**src/rtl/regex_cmd_sequencer_pkg.sv**
```systemverilog
// rtl/regex_cmd_sequencer_pkg.sv - coprocessor command/status codes, register widths and sequencer enums
package AXI_package;

   localparam int unsigned REG_WIDTH    = 32;
   localparam int unsigned REG_WIDTH_64 = 64;

   localparam logic [REG_WIDTH-1:0] CMD_NOP                = 32'd0;
   localparam logic [REG_WIDTH-1:0] CMD_WRITE              = 32'd1;
   localparam logic [REG_WIDTH-1:0] CMD_START              = 32'd2;
   localparam logic [REG_WIDTH-1:0] CMD_READ_ELAPSED_CLOCK = 32'd3;
   localparam logic [REG_WIDTH-1:0] CMD_RESTART            = 32'd4;
   localparam logic [REG_WIDTH-1:0] CMD_RESET              = 32'd5;

   localparam logic [REG_WIDTH-1:0] STATUS_IDLE     = 32'd0;
   localparam logic [REG_WIDTH-1:0] STATUS_RUNNING  = 32'd1;
   localparam logic [REG_WIDTH-1:0] STATUS_ACCEPTED = 32'd2;
   localparam logic [REG_WIDTH-1:0] STATUS_REJECTED = 32'd3;
   localparam logic [REG_WIDTH-1:0] STATUS_ERROR    = 32'd4;

   typedef enum logic [3:0] {
      SEQ_IDLE,
      SEQ_LOAD,
      SEQ_FENCE,
      SEQ_START,
      SEQ_RUN,
      SEQ_READCC,
      SEQ_RESTART,
      SEQ_DONE,
      SEQ_ABORT
   } seq_state_t;

   typedef enum logic [1:0] {
      RES_ACCEPT  = 2'd0,
      RES_REJECT  = 2'd1,
      RES_ERROR   = 2'd2,
      RES_TIMEOUT = 2'd3
   } seq_res_code_t;

   function automatic logic is_terminal(input logic [REG_WIDTH-1:0] status);
      return (status == STATUS_ACCEPTED) || (status == STATUS_REJECTED) ||
             (status == STATUS_ERROR);
   endfunction

   function automatic seq_res_code_t status_to_code(input logic [REG_WIDTH-1:0] status);
      seq_res_code_t code;
      code = RES_ERROR;
      if (status == STATUS_ACCEPTED) begin
         code = RES_ACCEPT;
      end else if (status == STATUS_REJECTED) begin
         code = RES_REJECT;
      end
      return code;
   endfunction

endpackage

```
**src/rtl/regex_cmd_sequencer_watchdog.sv**
```systemverilog
// rtl/regex_cmd_sequencer_watchdog.sv - saturating cycle counter flagging expiry at all-ones
module seq_watchdog #(
   parameter int unsigned WIDTH = 20
) (
   input  logic clk,
   input  logic rst_n,
   input  logic clear,
   input  logic enable,
   output logic expired
);

   logic [WIDTH-1:0] count_q;
   logic [WIDTH-1:0] count_d;

   always_comb begin
      count_d = count_q;
      if (clear) begin
         count_d = '0;
      end else if (enable && !(&count_q)) begin
         count_d = count_q + 1'b1;
      end
   end

   always_ff @(posedge clk or negedge rst_n) begin
      if (!rst_n) begin
         count_q <= '0;
      end else begin
         count_q <= count_d;
      end
   end

   assign expired = &count_q;

endmodule

```
**src/rtl/regex_cmd_sequencer.sv**
```systemverilog
// rtl/regex_cmd_sequencer.sv - loads a program into the coprocessor, runs it and returns a result record
// Optional watchdog: REGEX_CMD_SEQ_TIMEOUT_EN
module regex_cmd_sequencer
   import AXI_package::*;
#(
   parameter int unsigned ADDR_WIDTH    = 9,
   parameter int unsigned DATA_WIDTH    = 64,
   parameter int unsigned TIMEOUT_WIDTH = 20
) (
   input  logic                    clk,
   input  logic                    rst_n,
   input  logic                    job_valid,
   output logic                    job_ready,
   input  logic [ADDR_WIDTH-1:0]   job_base_addr,
   input  logic [ADDR_WIDTH:0]     job_len,
   input  logic [REG_WIDTH-1:0]    job_start_cc,
   input  logic [REG_WIDTH-1:0]    job_end_cc,
   input  logic                    wr_valid,
   output logic                    wr_ready,
   input  logic [DATA_WIDTH-1:0]   wr_data,
   output logic                    res_valid,
   input  logic                    res_ready,
   output logic [1:0]              res_code,
   output logic [REG_WIDTH-1:0]    res_cycles,
   output logic [REG_WIDTH-1:0]    cmd_register,
   output logic [REG_WIDTH-1:0]    address_register,
   output logic [REG_WIDTH_64-1:0] data_in_register,
   output logic [REG_WIDTH-1:0]    start_cc_pointer_register,
   output logic [REG_WIDTH-1:0]    end_cc_pointer_register,
   input  logic [REG_WIDTH-1:0]    status_register,
   input  logic [REG_WIDTH_64-1:0] data_o_register
);

   seq_state_t              state_q, state_d;
   logic [ADDR_WIDTH-1:0]   base_q, base_d;
   logic [ADDR_WIDTH:0]     len_q, len_d;
   logic [ADDR_WIDTH:0]     idx_q, idx_d;
   seq_res_code_t           code_q, code_d;
   logic [REG_WIDTH-1:0]    cycles_q, cycles_d;
   logic [REG_WIDTH-1:0]    cmd_q, cmd_d;
   logic [REG_WIDTH-1:0]    address_q, address_d;
   logic [REG_WIDTH_64-1:0] data_q, data_d;
   logic [REG_WIDTH-1:0]    start_cc_q, start_cc_d;
   logic [REG_WIDTH-1:0]    end_cc_q, end_cc_d;
   logic                    job_ready_q, job_ready_d;
   logic                    wr_ready_q, wr_ready_d;
   logic                    res_valid_q, res_valid_d;

   logic [ADDR_WIDTH-1:0]   addr_sum;
   logic                    in_watch;
   logic                    wd_clear;
   logic                    wd_expired;
   logic                    unused_data_hi;

   // Only the low register word of the read data carries the elapsed count.
   assign unused_data_hi = ^data_o_register[REG_WIDTH_64-1:REG_WIDTH];

   assign in_watch = (state_q == SEQ_START) || (state_q == SEQ_RUN) ||
                     (state_q == SEQ_RESTART);
   assign wd_clear = (state_q == SEQ_FENCE);

`ifdef REGEX_CMD_SEQ_TIMEOUT_EN
   seq_watchdog #(
      .WIDTH (TIMEOUT_WIDTH)
   ) u_watchdog (
      .clk     (clk),
      .rst_n   (rst_n),
      .clear   (wd_clear),
      .enable  (in_watch),
      .expired (wd_expired)
   );
`else
   localparam int unsigned UNUSED_TIMEOUT_WIDTH = TIMEOUT_WIDTH;
   logic unused_wd;
   assign unused_wd  = wd_clear;
   assign wd_expired = 1'b0;
`endif

   always_comb begin
      state_d    = state_q;
      base_d     = base_q;
      len_d      = len_q;
      idx_d      = idx_q;
      code_d     = code_q;
      cycles_d   = cycles_q;
      cmd_d      = CMD_NOP;
      address_d  = address_q;
      data_d     = data_q;
      start_cc_d = start_cc_q;
      end_cc_d   = end_cc_q;
      addr_sum   = base_q + idx_q[ADDR_WIDTH-1:0];

      unique case (state_q)
         SEQ_IDLE: begin
            if (job_ready_q && job_valid) begin
               base_d     = job_base_addr;
               len_d      = job_len;
               idx_d      = '0;
               start_cc_d = job_start_cc;
               end_cc_d   = job_end_cc;
               state_d    = (job_len != '0) ? SEQ_LOAD : SEQ_FENCE;
            end
         end
         SEQ_LOAD: begin
            if (wr_ready_q && wr_valid) begin
               cmd_d     = CMD_WRITE;
               address_d = REG_WIDTH'(addr_sum);
               data_d    = REG_WIDTH_64'(wr_data);
               idx_d     = idx_q + 1'b1;
               if (idx_d == len_q) begin
                  state_d = SEQ_FENCE;
               end
            end
         end
         SEQ_FENCE: begin
            state_d = SEQ_START;
         end
         SEQ_START: begin
            if (status_register == STATUS_RUNNING) begin
               state_d = SEQ_RUN;
            end else begin
               cmd_d = CMD_START;
            end
         end
         SEQ_RUN: begin
            if (is_terminal(status_register)) begin
               code_d  = status_to_code(status_register);
               cmd_d   = CMD_READ_ELAPSED_CLOCK;
               state_d = SEQ_READCC;
            end
         end
         SEQ_READCC: begin
            // The read command is on the bus this cycle, so the read data is valid now.
            cycles_d = data_o_register[REG_WIDTH-1:0];
            cmd_d    = CMD_RESTART;
            state_d  = SEQ_RESTART;
         end
         SEQ_RESTART: begin
            if (status_register == STATUS_IDLE) begin
               state_d = SEQ_DONE;
            end else begin
               cmd_d = CMD_RESTART;
            end
         end
         SEQ_DONE: begin
            if (res_valid_q && res_ready) begin
               state_d = SEQ_IDLE;
            end
         end
         SEQ_ABORT: begin
            state_d = SEQ_DONE;
         end
         default: begin
            state_d = SEQ_IDLE;
         end
      endcase

      if (wd_expired && in_watch) begin
         cmd_d    = CMD_RESET;
         code_d   = RES_TIMEOUT;
         cycles_d = '0;
         state_d  = SEQ_ABORT;
      end

      job_ready_d = (state_d == SEQ_IDLE);
      wr_ready_d  = (state_d == SEQ_LOAD);
      res_valid_d = (state_d == SEQ_DONE);
   end

   always_ff @(posedge clk or negedge rst_n) begin
      if (!rst_n) begin
         state_q     <= SEQ_IDLE;
         base_q      <= '0;
         len_q       <= '0;
         idx_q       <= '0;
         code_q      <= RES_ACCEPT;
         cycles_q    <= '0;
         cmd_q       <= CMD_NOP;
         address_q   <= '0;
         data_q      <= '0;
         start_cc_q  <= '0;
         end_cc_q    <= '0;
         job_ready_q <= 1'b0;
         wr_ready_q  <= 1'b0;
         res_valid_q <= 1'b0;
      end else begin
         state_q     <= state_d;
         base_q      <= base_d;
         len_q       <= len_d;
         idx_q       <= idx_d;
         code_q      <= code_d;
         cycles_q    <= cycles_d;
         cmd_q       <= cmd_d;
         address_q   <= address_d;
         data_q      <= data_d;
         start_cc_q  <= start_cc_d;
         end_cc_q    <= end_cc_d;
         job_ready_q <= job_ready_d;
         wr_ready_q  <= wr_ready_d;
         res_valid_q <= res_valid_d;
      end
   end

   assign job_ready                 = job_ready_q;
   assign wr_ready                  = wr_ready_q;
   assign res_valid                 = res_valid_q;
   assign res_code                  = code_q;
   assign res_cycles                = cycles_q;
   assign cmd_register              = cmd_q;
   assign address_register          = address_q;
   assign data_in_register          = data_q;
   assign start_cc_pointer_register = start_cc_q;
   assign end_cc_pointer_register   = end_cc_q;

endmodule

```
**config.mk**
```make
export PLATFORM = sky130hd
export DESIGN_NAME = regex_cmd_sequencer
export DESIGN_NICKNAME = d
export VERILOG_FILES = /design/src/rtl/regex_cmd_sequencer_pkg.sv /design/src/rtl/regex_cmd_sequencer_watchdog.sv /design/src/rtl/regex_cmd_sequencer.sv
export SDC_FILE = /design/constraint.sdc
export NUM_CORES = 1
export LEC_CHECK = 0
export BUFFER_PORTS_ARGS = -buffer_cell sky130_fd_sc_hd__buf_2
export CORE_AREA = 2 2 188 190
export DETAILED_ROUTE_END_ITERATION = 6
export DIE_AREA = 0 0 190 192
export GPL_ROUTABILITY_DRIVEN = 0
export GPL_TIMING_DRIVEN = 0
export SLEW_MARGIN = 20
export SYNTH_ARGS = -nofsm -noshare
export SYNTH_HDL_FRONTEND = slang
export SYNTH_SLANG_ARGS = --single-unit
```
**constraint.sdc**
```tcl
create_clock -name clk -period 2.2 [get_ports clk]
set_clock_uncertainty 0.2 [all_clocks]
set_input_delay 0.44 -clock clk [delete_from_list [all_inputs] [get_ports clk]]
set_output_delay 0.44 -clock clk [all_outputs]
set_load 0.02 [all_outputs]
```
==> flow_summary_export.csv <==
group,metric,value,unit
run_status,status,"complete, but fails checks",
run_status,violations,"negative setup slack",
synth,muxShareOfSynthArea,14.3,%
finish,area_growth_syn_to_layout,66.1,%
place,io_buffer_count,392,
floorplan,die_x,190,µm
synth,avgSynthCellArea,11.2,µm²
sta,fin_ws,-0.114,ns
finish,seqCellArea,5260,µm²
synth,synthSimpleGateAreaFrac,14.2,%
drt,post-route-drc-count,0,
finish,multi_input_area,3730,µm²
synth,yosys.area_share.adder,1.45,%
sta,holdWs,0.0302,ns
synth,synth_xor_area_share,2.11,%
power,peakVddDrop,1.12,mV
drt,vias,8378,
global_routing,antenna_found_initial,4,
worst_setup_path,slowest_stage,"dfrtp_2",
worst_setup_path,cp_data_arrival_time,2.51,ns
global_routing,grt_max_degree,95,
worst_setup_path,end_kind,"flip-flop",
finish,drive_gt1_share,45.1,%
worst_setup_path,cp_data_required_time,2.39,ns
drt,drt-pass1-iter-count,4,
clocking,insertion_delay,0.53,ns
synth,synth_top_cell_by_area,"dfrtp_1",
synth,ys_types,56,
clocking,h-tree-depth,1,
synth,synth_top_family_by_area,"multiplexers",
synth,synthesis.area,9120,µm²
worst_setup_path,path_buf_inv,1,
synth,synth_warnings,0,
clocking,clockBufferDepth,3,
drt,drt_wl_total,30.8,mm
drt,routedWlPerCell,15.7,µm
clocking,numCtsBuffers,26,
worst_setup_path,path_class,"reg -> reg",
place,dpl.hpwl,21.1,mm
synth,yosys-top-cells-area,"dfrtp_1 (58%), mux2_2 (12%), nand2_1 (9.3%)",
sta,rsz0062_at_grt,"true",
worst_setup_path,crit_fanout,6,
clocking,cts_tree,"done",
floorplan,fp.coreArea,34300,µm²
finish,nets,1744,
worst_hold_path,hold_path_class,"in -> reg",
sta,setup_viol,5,
sta,relSlewSlack,63.5,%
synth,synth-seq-area-share,57.6,%
synth,synth_flop_cell,"dfrtp_1",
synth,synth_edf_count,0,
sta,period_share,105,%
sta,tns,-0.334,ns
floorplan,io_pins,477,
synth,synth_compound_area_share,4.10,%
power,p_leak,7.88,nW
sta,finalMaxSlewViolations,0,
power,power_density,1140,nW/µm²
synth,ys_async_sr_fraction,100,%
clocking,cts.sinks,210,
floorplan,fp-row-count,68,
sta,worst_pin_slew,0.548,ns
drt,drt_iter0_drc,225,
sta,hold_viol,0,
global_routing,grt-ovfl-total,0,
global_routing,grtUsageTotal,16.0,%
floorplan,chipHeight,192,µm
worst_setup_path,max_stage_delay,0.43,ns
worst_setup_path,start_kind,"flip-flop",
drt,ant_nets,0,
worst_setup_path,path_cells,"buf_4 -> xnor2_2 -> and4_1 -> a32oi_2 -> o41a_1 -> nor4_4 -> or4_1",
drt,viasPerCell,4.27,
synth,ys_ff_latch,210,
floorplan,initial_utilization,26.6,%
job,maxCapViolCount,0,
global_routing,first_global_vias,8524,
synth,yosysTopAreaCellShare,57.6,%
clocking,cts-root-buf,"clkbuf_16",
sta,fin_crit,2.31,ns
floorplan,die_area,36500,µm²
synth,netlist_instances,812,
sta,clock.fmax,432,MHz
global_routing,grt_first_pass_wirelength,46.4,mm
clocking,clk_pin_slew,0.06,ns
finish,fill_cells,3199,
worst_setup_path,crit_family,"simple AND/OR/NAND/NOR gates",
## where the power goes
part / internal [mW] / total, mW / switching [mW]
combinational: 2.71 / 6.32 / 3.61
clock: 3.01 / 4.64 / 1.64
sequential: 5.35 / 6.23 / 0.887
## cell usage after synthesis, types with 3 or more instances
cell / instances
o21ai_0: 23
o21ai_1: 4
nor4_1: 8
dfrtp_1: 210
ha_1: 9
buf_2: 5
a21oi_1: 6
nor2b_1: 7
buf_4: 52
mux2_2: 95
nand2_1: 226
nand3_1: 6
xor2_1: 11
nand4_1: 6
clkbuf_1: 27
xnor2_1: 11
o31ai_1: 3
nand2b_1: 3
nor2_1: 17
inv_1: 8
mux2_1: 20
and2_1: 8
nor3_1: 7
## worst min-delay path, delay by kind of cell
kind / cells / cell delay [ns]
simple gates: 1 / 0.07
buf+inv: 1 / 0.12
compound gates: 1 / 0.07
## final cells by class
type / count / share of cell area [%]
sequential: 210 / 34.7
timing repair buffer: 598 / 26.7
multi-input combinational: 559 / 24.6
clock buffer: 39 / 5.16
tap: 455 / 3.76
buffer: 82 / 3.71
clock inverter: 6 / 1.04
inverter: 9 / 0.223
antenna: 3 / 0.0496
## per-stage QoR
step | worst slack, ns | util (%) | power [mW] | instances | cell area (µm²)
final | -0.114 | 44.2 | 17.2 | 1961 | 15100
after global routing | -0.190 | 44.2 | 18.2 | 1960 | 15100
after CTS | -0.169 | 43.6 | 17.2 | 1953 | 14900
after detailed placement | -0.849 | 34.7 | 12.0 | 1713 | 11900
after global placement | -3.25 | 34.5 | 11.9 | 1711 | 11800
after floorplan | -0.0877 | - | 9.76 | 864 | 9310
## cell families (layout without fill, tap and decap cells)
logic type,after synthesis,in the layout
AO/OA/AOI/OAI,58,58
XOR/XNOR,22,22
adder cells (fa/ha/maj),10,10
buffers and inverters,95,734
flip-flops,210,210
multiplexers,116,116
other,1,56
AND/OR/NAND/NOR,300,300
## what timing repair did
item / 4_1_cts / 5_1_grt
endpoints found under the hold margin: 247 / 0
endpoints found under the setup margin: 201 / 155
setup buffers: 16 / 6
hold buffers: 181 / 0
cloned: 0 / 1
pin swaps: 11 / 21
gates resized for setup: 51 / 44
## layer usage
| layer | global-route usage [%] | wire [µm] | part of all wire (%) |
|---|---|---|---|
| met5 | 0 | 27 | 0.088 |
| met1 | 19.0 | 12000 | 39 |
| met3 | 4.37 | 2580 | 8.4 |
| met4 | 5.69 | 919 | 3.0 |
| met2 | 28.0 | 15300 | 50 |
## flip-flops by register name, summed over array words and instances (netlist names)
name / cells
data_in_register: 64
end_cc_pointer_register: 32
res_cycles: 32
start_cc_pointer_register: 32
idx_q: 10
len_q: 10
address_register: 9
base_q: 9
state_q: 4
cmd_register: 3
res_code: 2
job_ready: 1
res_valid: 1
wr_ready: 1
## path summary, 6_finish.rpt
kind / from / end / slack, ns / depth (start not counted)
max: idx_q[3] / state_q[1] / -0.11 / 7
min: status_register[0] / res_code[0] / 0.03 / 3
max reg2reg: idx_q[3] / state_q[1] / -0.11 / 7
min reg2reg: data_in_register[9] / data_in_register[9] / 0.27 / 2
max in group asynchronous: rst_n / idx_q[0] / 0.39 / 4
min in group asynchronous: rst_n / res_cycles[17] / 0.25 / 2
## placed cells by master, fill, tap and decap left out, drive strengths merged, types with 2 or more instances in the layout
cell type | Yosys | routed
o41ai | 2 | 2
conb | 1 | 53
and2 | 8 | 8
nand2b | 3 | 3
dfrtp | 210 | 210
and4 | 2 | 2
xor2 | 11 | 11
nor2b | 7 | 7
nand4 | 6 | 6
mux2 | 115 | 115
a32oi | 2 | 2
dlygate4sd3 | 0 | 181
ha | 9 | 9
or3 | 2 | 2
nand3 | 6 | 6
nor4 | 10 | 10
nand2 | 226 | 226
nor2 | 17 | 17
o21bai | 2 | 2
o31ai | 3 | 3
inv | 9 | 9
a21oi | 7 | 7
buf | 59 | 478
diode | 0 | 3
nor3 | 8 | 8
xnor2 | 11 | 11
o21ai | 27 | 27
clkbuf | 27 | 60
a21o | 3 | 3
bufinv | 0 | 5
Power figures use the tool's default switching activity.
